$ cat src/rtl/vx_csr_access_ctrl.sv
// CSR access controller: serialised read-modify-write of core CSR storage for
// CSRRW/CSRRS/CSRRC instructions. The old CSR value is returned to writeback.
module vx_csr_access_ctrl #(
    parameter int unsigned NUM_WARPS   = 4,
    parameter int unsigned NUM_THREADS = 4,
    parameter int unsigned XLEN        = 32,
    parameter int unsigned UUID_WIDTH  = 44,
    parameter int unsigned ADDR_BITS   = 12,
    localparam int unsigned WID_W      = (NUM_WARPS > 1) ? $clog2(NUM_WARPS) : 1
) (
    input  logic                          clk,
    input  logic                          reset,

    input  logic                          req_valid,
    output logic                          req_ready,
    input  logic [UUID_WIDTH-1:0]         req_uuid,
    input  logic [WID_W-1:0]              req_wid,
    input  logic [NUM_THREADS-1:0]        req_tmask,
    input  logic [1:0]                    req_op,
    input  logic                          req_use_imm,
    input  logic [4:0]                    req_imm,
    input  logic [NUM_THREADS*XLEN-1:0]   req_rs1_data,
    input  logic [ADDR_BITS-1:0]          req_addr,

    output logic                          read_enable,
    output logic [UUID_WIDTH-1:0]         read_uuid,
    output logic [WID_W-1:0]              read_wid,
    output logic [ADDR_BITS-1:0]          read_addr,
    input  logic [XLEN-1:0]               read_data_ro,
    input  logic [XLEN-1:0]               read_data_rw,

    output logic                          write_enable,
    output logic [UUID_WIDTH-1:0]         write_uuid,
    output logic [WID_W-1:0]              write_wid,
    output logic [ADDR_BITS-1:0]          write_addr,
    output logic [XLEN-1:0]               write_data,

    output logic                          rsp_valid,
    input  logic                          rsp_ready,
    output logic [UUID_WIDTH-1:0]         rsp_uuid,
    output logic [WID_W-1:0]              rsp_wid,
    output logic [NUM_THREADS-1:0]        rsp_tmask,
    output logic [NUM_THREADS*XLEN-1:0]   rsp_data,
    output logic                          rsp_illegal
);

    typedef enum logic [1:0] {IDLE, READ, WRITE, RESP} state_t;

    state_t                  state;
    logic                    ready_q;
    logic [UUID_WIDTH-1:0]   uuid_q;
    logic [WID_W-1:0]        wid_q;
    logic [NUM_THREADS-1:0]  tmask_q;
    logic [1:0]              op_q;
    logic [ADDR_BITS-1:0]    addr_q;
    logic [XLEN-1:0]         operand_q;
    logic [XLEN-1:0]         old_q;
    logic [XLEN-1:0]         new_q;
    logic                    read_en_q;
    logic                    write_en_q;
    logic                    rsp_valid_q;
    logic                    illegal_q;

    logic [XLEN-1:0]         sel_operand;
    logic                    lane_found;
    logic [XLEN-1:0]         old_val;
    logic [XLEN-1:0]         new_val;
    logic                    wr_due;
    logic                    ro_csr;

    // Source operand: zimm, else rs1 of the lowest active lane (0 if none active).
    always_comb begin
        sel_operand = '0;
        lane_found  = 1'b0;
        for (int unsigned i = 0; i < NUM_THREADS; i++) begin
            if (req_tmask[i] && !lane_found) begin
                sel_operand = req_rs1_data[i*XLEN +: XLEN];
                lane_found  = 1'b1;
            end
        end
        if (req_use_imm) begin
            sel_operand = XLEN'(req_imm);
        end
    end

    // Modify step; the storage zeroes whichever bank is not addressed.
    always_comb begin
        old_val = read_data_ro | read_data_rw;
        case (op_q)
            2'b10:   new_val = old_val | operand_q;
            2'b11:   new_val = old_val & ~operand_q;
            default: new_val = operand_q;
        endcase
        ro_csr = (addr_q[ADDR_BITS-1 -: 2] == 2'b11);
        wr_due = (op_q != 2'b00) && !(op_q[1] && (operand_q == '0));
    end

    always_ff @(posedge clk) begin
        if (!reset) begin
            state       <= IDLE;
            ready_q     <= 1'b0;
            uuid_q      <= '0;
            wid_q       <= '0;
            tmask_q     <= '0;
            op_q        <= '0;
            addr_q      <= '0;
            operand_q   <= '0;
            old_q       <= '0;
            new_q       <= '0;
            read_en_q   <= 1'b0;
            write_en_q  <= 1'b0;
            rsp_valid_q <= 1'b0;
            illegal_q   <= 1'b0;
        end else begin
            case (state)
                IDLE: begin
                    if (req_valid && ready_q) begin
                        uuid_q    <= req_uuid;
                        wid_q     <= req_wid;
                        tmask_q   <= req_tmask;
                        op_q      <= req_op;
                        addr_q    <= req_addr;
                        operand_q <= sel_operand;
                        ready_q   <= 1'b0;
                        read_en_q <= 1'b1;
                        state     <= READ;
                    end else begin
                        ready_q <= 1'b1;
                    end
                end
                READ: begin
                    read_en_q  <= 1'b0;
                    old_q      <= old_val;
                    new_q      <= new_val;
                    write_en_q <= wr_due && !ro_csr;
                    illegal_q  <= wr_due && ro_csr;
                    state      <= WRITE;
                end
                WRITE: begin
                    write_en_q  <= 1'b0;
                    rsp_valid_q <= 1'b1;
                    state       <= RESP;
                end
                RESP: begin
                    if (rsp_ready) begin
                        rsp_valid_q <= 1'b0;
                        illegal_q   <= 1'b0;
                        ready_q     <= 1'b1;
                        state       <= IDLE;
                    end
                end
                default: state <= IDLE;
            endcase
        end
    end

    assign req_ready    = ready_q;

    assign read_enable  = read_en_q;
    assign read_uuid    = uuid_q;
    assign read_wid     = wid_q;
    assign read_addr    = addr_q;

    assign write_enable = write_en_q;
    assign write_uuid   = uuid_q;
    assign write_wid    = wid_q;
    assign write_addr   = addr_q;
    assign write_data   = new_q;

    assign rsp_valid    = rsp_valid_q;
    assign rsp_uuid     = uuid_q;
    assign rsp_wid      = wid_q;
    assign rsp_tmask    = tmask_q;
    assign rsp_data     = {NUM_THREADS{old_q}};
    assign rsp_illegal  = illegal_q;

endmodule

$ cat config.mk
export PLATFORM = sky130hd
export DESIGN_NAME = vx_csr_access_ctrl
export DESIGN_NICKNAME = d
export VERILOG_FILES = /design/src/rtl/vx_csr_access_ctrl.sv
export SDC_FILE = /design/constraint.sdc
export NUM_CORES = 1
export LEC_CHECK = 0
export CELL_PAD_IN_SITES_DETAIL_PLACEMENT = 0
export CELL_PAD_IN_SITES_GLOBAL_PLACEMENT = 1
export CORE_AREA = 10 10 223 225
export CTS_CLUSTER_DIAMETER = 200
export CTS_CLUSTER_SIZE = 12
export DETAILED_ROUTE_END_ITERATION = 10
export DIE_AREA = 0 0 233 235
export PLACE_DENSITY = 0.77
export SYNTH_ARGS = -nofsm -noshare
export SYNTH_HDL_FRONTEND = slang
export SYNTH_SLANG_ARGS = --single-unit
$ cat constraint.sdc
create_clock -name clk -period 1.9 [get_ports clk]
set_clock_uncertainty 0.1 [all_clocks]
set_input_delay 0.19 -clock clk [delete_from_list [all_inputs] [get_ports clk]]
set_output_delay 0.19 -clock clk [all_outputs]
set_load 0.005 [all_outputs]
==> flow_summary.yaml <==
layout:
  final-seq-area_um2: 3344
  final_cells: 2075
  final_common_cell: "clkdlybuf4s50_1"
  fill_cells: 4741
  drive_gt1_share_pct: 7.196
  fin_util_pct: 32.48
  final_cell_mix: "clkdlybuf4s50_1 (595), nand2_1 (171), dfxtp_1 (166), nor2_1 (103), a21oi_1 (93)"
  multiInputGateArea_um2: 3326
  fin_nets: 1730
  synthToLayoutAreaGrowth_pct: 72.90
  final_area_um2: 14650
drt:
  drtIter0Drc: 517
  drc: 0
  routed_wl_um: 44400
  via_per_inst: 4.279
  first_pass_iters: 7
  vias: 8879
  ant_nets: 0
  routedWlPerCell_um: 21.40
logic_synthesis:
  synth_seq_cells: 167
  yosysSeqAreaShare_pct: 39.47
  synth_cells: 1057
  synth-edff-count: 0
  syn-num-nets: 1327
  syn_avg_cell_area_um2: 8.014
  synth.distinct_cells: 47
  netlist_area_um2: 8471
  ys_warn_count: 0
  synthArstFlopShare_pct: 0
  synthFlopType: "dfxtp_1"
power:
  p_leak_nw: 5.056
  powerDensity_nw_per_um2: 1116
  peakVddDrop_v: 0.0005229
worst_setup_path:
  max_stage_delay_ns: 0.57
  crit_path_start_kind: "register"
  r2r_setup_slack_ns: 0.16
  critPathSlowestCell: "clkdlybuf4s50_1"
  endpoint_kind: "output port"
  crit_arrival_ns: 1.48
  crit_buf_inv: 1
  crit_end: "rsp_data[95]"
  required_ns: 1.61
  r2r_start: "state[1]"
  path_cells: "clkdlybuf4s50_1"
  reg2reg_depth: 7
  crit_path_max_fanout: 5
  r2r-end: "operand_q[1]"
  crit_start: "old_q[31]"
  crit_cells: 1
  critPathKind: "reg -> out"
  critical-path-top-delay-family: "buffers and inverters"
timing:
  hold_viol_final: 0
  worst_pin_slew_ns: 0.5287
  rsz0062_at_grt: "false"
  period_minus_slack_ns: 1.768
  fmax_ghz: 0.5656
  setup_viol_count_final: 0
  tns_ns: 0
  timing.hold.ws_ns: 0.1796
  relSlewSlack_pct: 64.76
  finalCritPeriodShare_pct: 93.06
  slew_viol_final: 0
placed_design:
  port_buffers: 596
  gp_congestion: 0.8480
  place_inst: 2041
  hpwl_um: 36720
  placed_cell_area_um2: 14000
global_routing:
  grt_use_total_pct: 15.44
  antenna_found_initial: 7
  grt_pass1_vias: 9045
  globalRouteOverflowTotal: 0
  grt_start_max_net_pins: 81
  grt_pass1_wl_um: 63180
outcome:
  status: "finished clean"
floorplan:
  die_w_um: 233
  start_util_pct: 18.79
  top_level_ports: 597
  die_height_um: 235
  die_area_um2: 54760
  num_rows: 78
  core-area_um2: 45090
hold_path:
  hp-class: "in -> reg"
clocking:
  cts_max_level: 4
  cts_tree: "yes"
  clk_latency_ns: 0.45
  cts_num_sinks: 167
  root_buffer: "clkbuf_16"
  path_clk_slew_ns: 0.08
  clock_path_buffers: 2
  numCtsBuffers: 17
flow_run:
  cap_violations: 0
[sequential cells by signal, summed over array words and instances (netlist names)]
| name | count |
|---|---|
| read_uuid | 44 |
| old_q | 32 |
| operand_q | 32 |
| write_data | 32 |
| read_addr | 12 |
| rsp_tmask | 4 |
| op_q | 2 |
| read_wid | 2 |
| state | 2 |
| read_enable | 1 |
| req_ready | 1 |
| rsp_illegal | 1 |
| rsp_valid | 1 |
| write_enable | 1 |
[layout make-up]
class | count | share of cell area [%]
multi-input combinational | 614 | 22.71
clock inverter | 14 | 1.290
antenna | 2 | 0.03417
tap | 600 | 5.126
sequential | 167 | 22.84
inverter | 5 | 0.1452
timing repair buffer | 655 | 44.86
clock buffer | 18 | 2.999
[Yosys cell counts (2+ instances only)]
library cell / number / area share, %
a211oi_1: 59 / 5.2
a21oi_1: 93 / 5.5
a221oi_1: 24 / 2.5
a22o_1: 2 / 0.21
a22oi_1: 10 / 0.89
a41oi_1: 4 / 0.41
buf_1: 10 / 0.44
buf_2: 26 / 1.5
buf_4: 200 / 18
clkbuf_1: 34 / 1.5
dfxtp_1: 167 / 39
ha_1: 4 / 0.59
inv_1: 4 / 0.18
nand2_1: 171 / 7.6
nand2b_1: 3 / 0.22
nand3_1: 2 / 0.12
nand3b_1: 7 / 0.62
nand4_1: 2 / 0.15
nor2_1: 104 / 4.6
nor2b_1: 5 / 0.37
nor3_1: 32 / 1.9
nor4_1: 7 / 0.52
o211ai_1: 4 / 0.35
o21ai_0: 3 / 0.18
o21ai_1: 4 / 0.24
o22ai_1: 24 / 1.8
o311a_1: 5 / 0.59
o31ai_1: 25 / 2.2
or2_1: 4 / 0.30
[how the worst min path moves through the flow]
stage                          endpoint  cells past startpoint    startpoint  slack (ns)
final                     read_uuid[36]                      3  req_uuid[36]        0.18
after global routing       read_addr[3]                      3   req_addr[3]        0.16
after CTS                 read_uuid[36]                      3  req_uuid[36]        0.15
after detailed placement   rsp_tmask[1]                      2  rsp_tmask[1]        0.35
after global placement     rsp_tmask[3]                      2  rsp_tmask[3]        0.34
after floorplan                 op_q[0]                      2     req_op[0]        0.23
[repair_timing]
| action | CTS | global route |
|---|---|---|
| gates cloned | 0 | 0 |
| setup buffers | 0 | 0 |
| pin swaps | 0 | 0 |
| endpoints found under the setup margin | 2 | 33 |
| hold buffers | 0 | 0 |
| gates resized for setup | 1 | 3 |
[cell families after synthesis]
logic type	Yosys count	synth area share, %
buffers and inverters	276	21.57
AO/OA/AOI/OAI	266	21.18
AND/OR/NAND/NOR	343	17.08
adder cells (fa/ha/maj)	4	0.5909
flip-flops	167	39.47
multiplexers	1	0.1182
[per-stage QoR]
step                power, mW  setup slack [ns]
CTS                     16.65           0.05231
global placement        12.62          -0.01103
finish                  16.34            0.1319
global route            17.35           0.02018
floorplan               8.690            0.1802
detailed placement      12.73          -0.05400
[power by group]
group	total [mW]	internal, mW	switching, mW
clock network	3.84	2.15	1.69
registers	5.18	4.34	0.845
logic	7.33	4.47	2.86
[layer usage]
| layer | routed length (um) | track usage, % |
|---|---|---|
| met1 | 18260 | 18.56 |
| met5 | 26 | 0 |
| met4 | 599 | 3.943 |
| met3 | 3992 | 4.936 |
| met2 | 21520 | 25.99 |
[worst register-to-register path, cell delays in order, from the launching register on]
cell and delay (ns):
dfxtp_1 0.39, inv_1 0.10, ha_2 0.21, and3_2 0.28, buf_4 0.19, nand3b_1 0.08
o211ai_1 0.12, a41oi_1 0.19
Power figures use the tool's default switching activity.
